[config.mk]
export PLATFORM = sky130hd
export DESIGN_NAME = riscv_lsu
export DESIGN_NICKNAME = d
export VERILOG_FILES = /design/src/rtl/riscv_lsu_pkg.sv /design/src/rtl/riscv_load_extend.sv /design/src/rtl/riscv_lsu.sv
export SDC_FILE = /design/constraint.sdc
export NUM_CORES = 1
export LEC_CHECK = 0
export CORE_UTILIZATION = 41
export CTS_CLUSTER_DIAMETER = 100
export CTS_CLUSTER_SIZE = 28
export DETAILED_ROUTE_END_ITERATION = 8
export MAX_ROUTING_LAYER = met4
export PLACE_DENSITY = 0.95
export SLEW_MARGIN = 20
export SYNTH_ARGS = -nofsm -noshare
export SYNTH_HDL_FRONTEND = slang
export SYNTH_HIERARCHICAL = 1
export SYNTH_SLANG_ARGS = --single-unit
[constraint.sdc]
create_clock -name clk_in -period 11.96 [get_ports clk_in]
set_input_delay 2.99 -clock clk_in [delete_from_list [all_inputs] [get_ports clk_in]]
set_output_delay 2.99 -clock clk_in [all_outputs]
set_load 0.05 [all_outputs]
[src/rtl/riscv_lsu_pkg.sv]
// LSU operation codes, state encoding and request classification helpers.
// Bit 3 of a func marks a store; bits 1:0 give the access size.
package riscv_lsu_pkg;

   localparam logic [3:0] MEM_FUNC_LB  = 4'h0;
   localparam logic [3:0] MEM_FUNC_LH  = 4'h1;
   localparam logic [3:0] MEM_FUNC_LW  = 4'h2;
   localparam logic [3:0] MEM_FUNC_LBU = 4'h4;
   localparam logic [3:0] MEM_FUNC_LHU = 4'h5;
   localparam logic [3:0] MEM_FUNC_SB  = 4'h8;
   localparam logic [3:0] MEM_FUNC_SH  = 4'h9;
   localparam logic [3:0] MEM_FUNC_SW  = 4'hA;

   typedef enum logic [1:0] {
      LSU_IDLE,
      LSU_LOAD_WAIT,
      LSU_DONE
   } lsu_state_e;

   function automatic logic func_is_load(input logic [3:0] f);
      return f == MEM_FUNC_LB  || f == MEM_FUNC_LH  ||
             f == MEM_FUNC_LW  || f == MEM_FUNC_LBU ||
             f == MEM_FUNC_LHU;
   endfunction

   function automatic logic func_is_store(input logic [3:0] f);
      return f == MEM_FUNC_SB || f == MEM_FUNC_SH ||
             f == MEM_FUNC_SW;
   endfunction

   function automatic logic func_aligned(input logic [1:0] sz,
                                         input logic [1:0] off);
      case (sz)
         2'b00:   return 1'b1;
         2'b01:   return !off[0];
         default: return off == 2'b00;
      endcase
   endfunction

endpackage

[src/rtl/riscv_load_extend.sv]
// Selects the addressed byte/half of a read word and sign/zero-extends it.
module riscv_load_extend
   import riscv_lsu_pkg::*;
(
   input  logic [3:0]  func,
   input  logic [1:0]  offset,
   input  logic [31:0] rdata,
   output logic [31:0] data
);

   logic [7:0]  b;
   logic [15:0] h;

   always_comb begin
      b = rdata[7:0];
      case (offset)
         2'd0:    b = rdata[7:0];
         2'd1:    b = rdata[15:8];
         2'd2:    b = rdata[23:16];
         default: b = rdata[31:24];
      endcase
      h = offset[1] ? rdata[31:16] : rdata[15:0];
   end

   always_comb begin
      data = 32'h0;
      case (func)
         MEM_FUNC_LB:  data = {{24{b[7]}}, b};
         MEM_FUNC_LBU: data = {24'h0, b};
         MEM_FUNC_LH:  data = {{16{h[15]}}, h};
         MEM_FUNC_LHU: data = {16'h0, h};
         MEM_FUNC_LW:  data = rdata;
         default:      data = 32'h0;
      endcase
   end

endmodule

[src/rtl/riscv_lsu.sv]
// Load/store unit: byte-lane masked BRAM access, one outstanding load,
// faults reported instead of touching memory.
module riscv_lsu
   import riscv_lsu_pkg::*;
#(
   parameter int DMEM_AW      = 14,
   parameter int DMEM_LATENCY = 2
) (
   input  logic               clk_in,
   input  logic               rst_in,
   input  logic               flush_in,
   input  logic               req_valid_in,
   output logic               req_ready_out,
   input  logic [3:0]         mem_func_in,
   input  logic [31:0]        addr_in,
   input  logic [31:0]        store_data_in,
   input  logic [4:0]         rd_in,
   output logic               dmem_en_out,
   output logic [3:0]         dmem_we_out,
   output logic [DMEM_AW-1:0] dmem_addr_out,
   output logic [31:0]        dmem_wdata_out,
   input  logic [31:0]        dmem_rdata_in,
   output logic               resp_valid_out,
   output logic [31:0]        resp_data_out,
   output logic [4:0]         resp_rd_out,
   output logic               fault_out
);

   localparam logic [1:0] CNT_INIT = 2'(DMEM_LATENCY - 1);

   lsu_state_e  state, state_n;
   logic [1:0]  cnt, cnt_n;
   logic [3:0]  func_q, func_n;
   logic [1:0]  off_q, off_n;
   logic [4:0]  rd_q, rd_n;
   logic        valid_n, fault_n;
   logic [31:0] data_n, load_word;
   logic [4:0]  resp_rd_n;
   logic        accept, is_load, is_store, legal;
   logic [3:0]  lane_we;
   logic        unused_addr;

   assign unused_addr = ^addr_in[31:DMEM_AW+2];

   assign is_load  = func_is_load(mem_func_in);
   assign is_store = func_is_store(mem_func_in);
   assign legal    = (is_load || is_store) &&
                     func_aligned(mem_func_in[1:0], addr_in[1:0]);

   assign req_ready_out = !rst_in && state != LSU_LOAD_WAIT && !flush_in;
   assign accept        = req_valid_in && req_ready_out;
   assign dmem_en_out   = accept && legal;
   assign dmem_we_out   = (dmem_en_out && is_store) ? lane_we : 4'b0000;
   assign dmem_addr_out = addr_in[DMEM_AW+1:2];

   always_comb begin
      lane_we        = 4'b1111;
      dmem_wdata_out = store_data_in;
      case (mem_func_in[1:0])
         2'b00: begin
            lane_we        = 4'b0001 << addr_in[1:0];
            dmem_wdata_out = {4{store_data_in[7:0]}};
         end
         2'b01: begin
            lane_we        = addr_in[1] ? 4'b1100 : 4'b0011;
            dmem_wdata_out = {2{store_data_in[15:0]}};
         end
         default: begin
            lane_we        = 4'b1111;
            dmem_wdata_out = store_data_in;
         end
      endcase
   end

   riscv_load_extend u_ext (
      .func   (func_q),
      .offset (off_q),
      .rdata  (dmem_rdata_in),
      .data   (load_word)
   );

   always_comb begin
      state_n   = state;
      cnt_n     = cnt;
      func_n    = func_q;
      off_n     = off_q;
      rd_n      = rd_q;
      valid_n   = 1'b0;
      data_n    = 32'h0;
      resp_rd_n = 5'd0;
      fault_n   = 1'b0;
      if (flush_in) begin
         state_n = LSU_IDLE;
         cnt_n   = 2'd0;
      end else if (state == LSU_LOAD_WAIT) begin
         if (cnt == 2'd0) begin
            state_n   = LSU_DONE;
            valid_n   = 1'b1;
            data_n    = load_word;
            resp_rd_n = rd_q;
         end else begin
            cnt_n = cnt - 2'd1;
         end
      end else if (accept) begin
         if (!legal) begin
            state_n = LSU_DONE;
            valid_n = 1'b1;
            fault_n = 1'b1;
         end else if (is_store) begin
            state_n = LSU_DONE;
            valid_n = 1'b1;
         end else begin
            state_n = LSU_LOAD_WAIT;
            cnt_n   = CNT_INIT;
            func_n  = mem_func_in;
            off_n   = addr_in[1:0];
            rd_n    = rd_in;
         end
      end else begin
         state_n = LSU_IDLE;
      end
   end

   always_ff @(posedge clk_in or posedge rst_in) begin
      if (rst_in) begin
         state          <= LSU_IDLE;
         cnt            <= 2'd0;
         func_q         <= 4'h0;
         off_q          <= 2'd0;
         rd_q           <= 5'd0;
         resp_valid_out <= 1'b0;
         resp_data_out  <= 32'h0;
         resp_rd_out    <= 5'd0;
         fault_out      <= 1'b0;
      end else begin
         state          <= state_n;
         cnt            <= cnt_n;
         func_q         <= func_n;
         off_q          <= off_n;
         rd_q           <= rd_n;
         resp_valid_out <= valid_n;
         resp_data_out  <= data_n;
         resp_rd_out    <= resp_rd_n;
         fault_out      <= fault_n;
      end
   end

endmodule

Word level (Yosys, flattened, before mapping)
Cells that the tools add are included.

word-level totals
  register bits = 54
  output and inout port bits = 91
  logic and storage cells = 95

operators by class
  add/sub/neg operators = 1
  equal/unequal tests = 19
  shifts and indexed selects = 1
  multiplexer cells = 36
  bitwise logic cells = 3
  reduce and logical (&&, ||, !) cells = 26

operators by type and width
  kind                                                                count
  32-bit one-hot mux with 5 select lines                              1
  32-bit two-way mux                                                  3
  32-bit one-hot mux with 2 select lines                              1
  2-bit two-way mux                                                   12
  8-bit one-hot mux with 3 select lines                               1
  4-bit by 3-bit == test with 1-bit output (second input constant)    4
  16-bit two-way mux                                                  1
  5-bit two-way mux                                                   3
  4-bit == test (second input constant)                               3
  1-bit two-way mux                                                   10
  4-bit by 1-bit == test with 1-bit output (second input constant)    2
  4-bit by 2-bit == test with 1-bit output (second input constant)    2
  2-bit zero test                                                     4
  4-bit zero test                                                     2
  4-bit two-way mux                                                   2
  4-bit one-hot mux with 2 select lines                               1
  1-bit logical OR                                                    7
  2-bit by 1-bit == test with 1-bit output (second input constant)    3
  1-bit logical AND                                                   6
  3-bit by 2-bit != test with 1-bit output (second input constant)    2
  3-bit nonzero test                                                  2
  5-bit AND reduction                                                 1
  4-bit AND reduction                                                 1
  1-bit by 2-bit left shift with 4-bit output (first input constant)  1
  other kinds (7)                                                     11

Logic depth before layout (Yosys ltp)
  word-level depth = 11
  depth in mapped cells = 6
  mapped depth without buffers = 6

Hierarchy
The synthesis kept the hierarchy.

modules (own cells, without submodules)
  module             times used  cells each  area an instance (sq um)  sequential area each (sq um)
  riscv_lsu          1           218         2509.9                    1351.3
  riscv_load_extend  1           87          752.0                     0.0

Worst setup path after synthesis
OpenSTA, ideal clock, no wires.

  path type = input to output
  start = in rst_in
  end = out dmem_we_out[0]
  arrival = 5.965 ns
  data required time = 8.970 ns
  setup slack = 3.005 ns
  stages on the path = 4
  buffers on the path = 0
  cell sequence = inv_1 -> nand4_1 -> or3_1 -> a21oi_1

on the way
  cells in the longest elaborated chain, start to end = 7

RTL lines
  element                          RTL line         source
  start, declared                  riscv_lsu.sv:10  input logic rst_in,
  1-bit zero test (no line)        n/a
  1-bit logical AND (2 in series)  riscv_lsu.sv:50  assign req_ready_out = !rst_in && state != LSU_LOAD_WAIT && !flush_in;
  1-bit logical AND                riscv_lsu.sv:51  assign accept = req_valid_in && req_ready_out;
  1-bit logical AND                riscv_lsu.sv:52  assign dmem_en_out = accept && legal;
  1-bit logical AND                riscv_lsu.sv:53  assign dmem_we_out = (dmem_en_out && is_store) ? lane_we : 4'b0000;
  4-bit two-way mux                riscv_lsu.sv:53
  end, declared                    riscv_lsu.sv:19  output logic [3:0] dmem_we_out,

Every way passes these cells.

Worst setup path after layout
  start = in rst_in
  end = out dmem_we_out[1]

The elaborated chain is that of the path after synthesis.

==> results.ini <==
[synth]
ys_ff_latch=54
syn_area_sq_um=3260
yosysSeqAreaShare_pct=41.4
yosysMostFrequentCell=dfrtp_1
synth_commonest_cells=dfrtp_1 (54), and2_1 (46), mux2_1 (27), nand2_1 (25), buf_4 (23)
yosys.area.top_type=dfrtp_1
avgSynthCellArea_sq_um=10.7
ys.warnings.count=6
postSynthCellCount=305
synthArstFlopShare_pct=100
ys.flop_type=dfrtp_1
synthTopCellsByArea=dfrtp_1 (41%), mux2_1 (9.3%), and2_1 (8.8%)
synth.net_count=415
yosysTopAreaCellShare_pct=41.4
synth.distinct_cells=44
synth_edf_count=0

[grt]
grt_first_pass_wirelength_um=14500
antenna_found_initial=0
track_usage_pct=22.8
grt_pass1_vias=2934
grt_max_degree=56
grt_overflow=0

[worst_setup_path]
path_cells=clkdlybuf4s50_1 > inv_2 > buf_4 > nand4_1 > or3_1 > a21oi_1 > clkdlybuf4s50_1
cp_slowest_cell=clkdlybuf4s50_1
reg2reg_slack_ns=9.22
cp_common_cell=clkdlybuf4s50_1
slowest_delay_ns=0.82
critPathArrivalTime_ns=5.95
end_kind=output port
timing.rr.end=resp_data_out[25]$_DFF_PP0_
cp.required_ns=8.97
r2r_cells=4
crit_type=primary input to output port
setup.worst_path.start_class=primary input
critPathMaxFanout=55
rr_startpoint=off_q[1]$_DFFE_PP0P_

[final_layout]
nets=536
design_area_sq_um=4780
diodes=0
drive_gt1_share_pct=7.49
final_util_pct=61.9
syn2layout_area_growth_pct=46.5
seqCellArea_sq_um=1350
multiInputGateArea_sq_um=1620
num-fill-cells=611

[sta]
rsz0062_at_grt=no
slew_viol_final=0
fin_skew_ns=0.0136
tns_ns=0
timing.hold.ws_ns=0.485
finalSetupViolCount=0
hold_viol_final=0
finalCritPeriodShare_pct=74.8
post-route-min-period_ns=8.94
relSlewSlack_pct=31.1
tightestPinTransition_ns=1.03
fmax_mhz=112

[pwr]
power.leakage_nw=2.03
power_frac_seq_pct=39.3
switching_share_pct=37.3
p_sw_mw=0.206
combinationalPowerShare_pct=40.4
internal_power_mw=0.345
p_per_area_nw_per_um2=115
pwr-share-clk_pct=20.3
peakVddDrop_uv=54.1

[routing]
viasPerCell=5.37
vias=2840
drt_iter0_drc=116
wl_per_cell_um=17.4
ant_nets=0
remaining_drc_errors=0
drt-total-wl_um=9200
first_pass_iters=4

[placement]
io_buffer_count=155
gp_congestion=0.856
dpl-instance-area_sq_um=4680
dp_hpwl_um=6930

[job]
maxCapViolations=0

[cts]
insertion_delay_ns=0.31
cts_tree=built
clk_path_buf_depth=2
clk_pin_slew_worst_paths_ns=0.11
ctsHoldBuffers=0
numCtsBuffers=5
clock-sinks=54
ctsResizeCount=0
htree_levels=2
cts_root_buffer=clkbuf_8
cts_setup_buffers=0

[die]
ios=200
die_w_um=91.2
dieArea_sq_um=8320
rows=32
start_util_pct=42.2
fp.coreArea_sq_um=7730
die_h_um=91.2

[worst_hold_path]
hold_start=rd_q[3]$_DFFE_PP0P_
hold_end=resp_rd_out[3]$_DFF_PP0_
hp-class=flip-flop to flip-flop
hold_depth=1

[outcome]
outcome=finished clean

[cells by family (layout without fill, tap and decap cells)]
kind of cell | Yosys count | after routing | synth area share [%]
AO/OA/AOI/OAI | 56 | 56 | 13.1
buffers and inverters | 50 | 172 | 9.17
AND/OR/NAND/NOR | 100 | 100 | 17.5
adder cells (fa/ha/maj) | 1 | 1 | 0.384
flip-flops | 54 | 54 | 41.4
multiplexers | 44 | 44 | 18.5
[layout by cell type, fill, tap and decap left out, types with 2 or more instances in the layout]
master,synthesis,layout
mux2i_1,8,8
a21o_1,2,2
inv_2,1,2
nor3b_1,2,2
o21ai_1,9,9
nor2_1,7,7
and2_1,46,46
and3_2,1,2
clkdlybuf4s50_1,0,154
nor3_1,3,3
a221o_1,14,14
a21oi_1,13,13
mux2_1,27,27
a21oi_2,10,10
dfrtp_1,54,54
nand2_1,25,25
inv_1,7,6
mux4_1,7,7
nand2b_1,3,3
nor2b_1,3,3
clkbuf_8,0,5
[through the flow]
step	std cells	setup slack [ns]	total power [mW]
after floorplan	305	3.00	0.385
after CTS	529	2.92	0.551
final	529	3.02	0.551
after global routing	529	2.74	0.581
after global placement	521	2.97	0.432
after detailed placement	521	2.93	0.440
[flip-flops by register name (all words and copies together), names as in the netlist]
| signal | flops |
|---|---|
| resp_data_out | 32 |
| rd_q | 5 |
| resp_rd_out | 5 |
| func_q | 4 |
| cnt | 2 |
| off_q | 2 |
| state | 2 |
| fault_out | 1 |
| resp_valid_out | 1 |
[power groups by stage]
stage                     registers [mW]  clock network, mW  logic [mW]
after floorplan                    0.207                  0       0.178
after global placement             0.218                  0       0.214
after detailed placement           0.220                  0       0.220
after CTS                          0.216              0.114       0.221
after global routing               0.220              0.123       0.239
final                              0.217              0.112       0.223
[per-layer routing]
metal,track usage [%],routed length [um],up-vias
li1,-,-,1289
met1,24.5,3410,1375
met2,41.9,4940,149
met3,3.94,631,27
met4,8.20,221,0
met5,-,0,-
[how the worst max path moves through the flow]
stage                   start        endpoint  slack (ns)  cells after the start
2_1_floorplan          rst_in  dmem_we_out[0]        3.00                      4
3_3_place_gp   mem_func_in[1]  dmem_we_out[3]        2.97                      6
3_5_place_dp   mem_func_in[1]  dmem_we_out[1]        2.93                      6
4_1_cts        mem_func_in[1]  dmem_we_out[3]        2.92                      6
5_1_grt                rst_in  dmem_we_out[1]        2.74                      7
6_report               rst_in  dmem_we_out[1]        3.02                      7
[worst max-delay path, delay by kind of cell]
kind,cells,cell delay (ns)
buffers and inverters,4,1.84
AND/OR/NAND/NOR,2,0.93
AO/OA/AOI/OAI,1,0.15
[cell type report]
type	count	area share, %
multi-input cells	201	33.9
inverters	8	0.628
flip-flops and latches	54	28.3
clock buffers	5	1.44
repair buffers	156	32.5
well taps	102	2.67
clock inverters	3	0.602
Note: power is estimated with default switching activity, not from simulation.
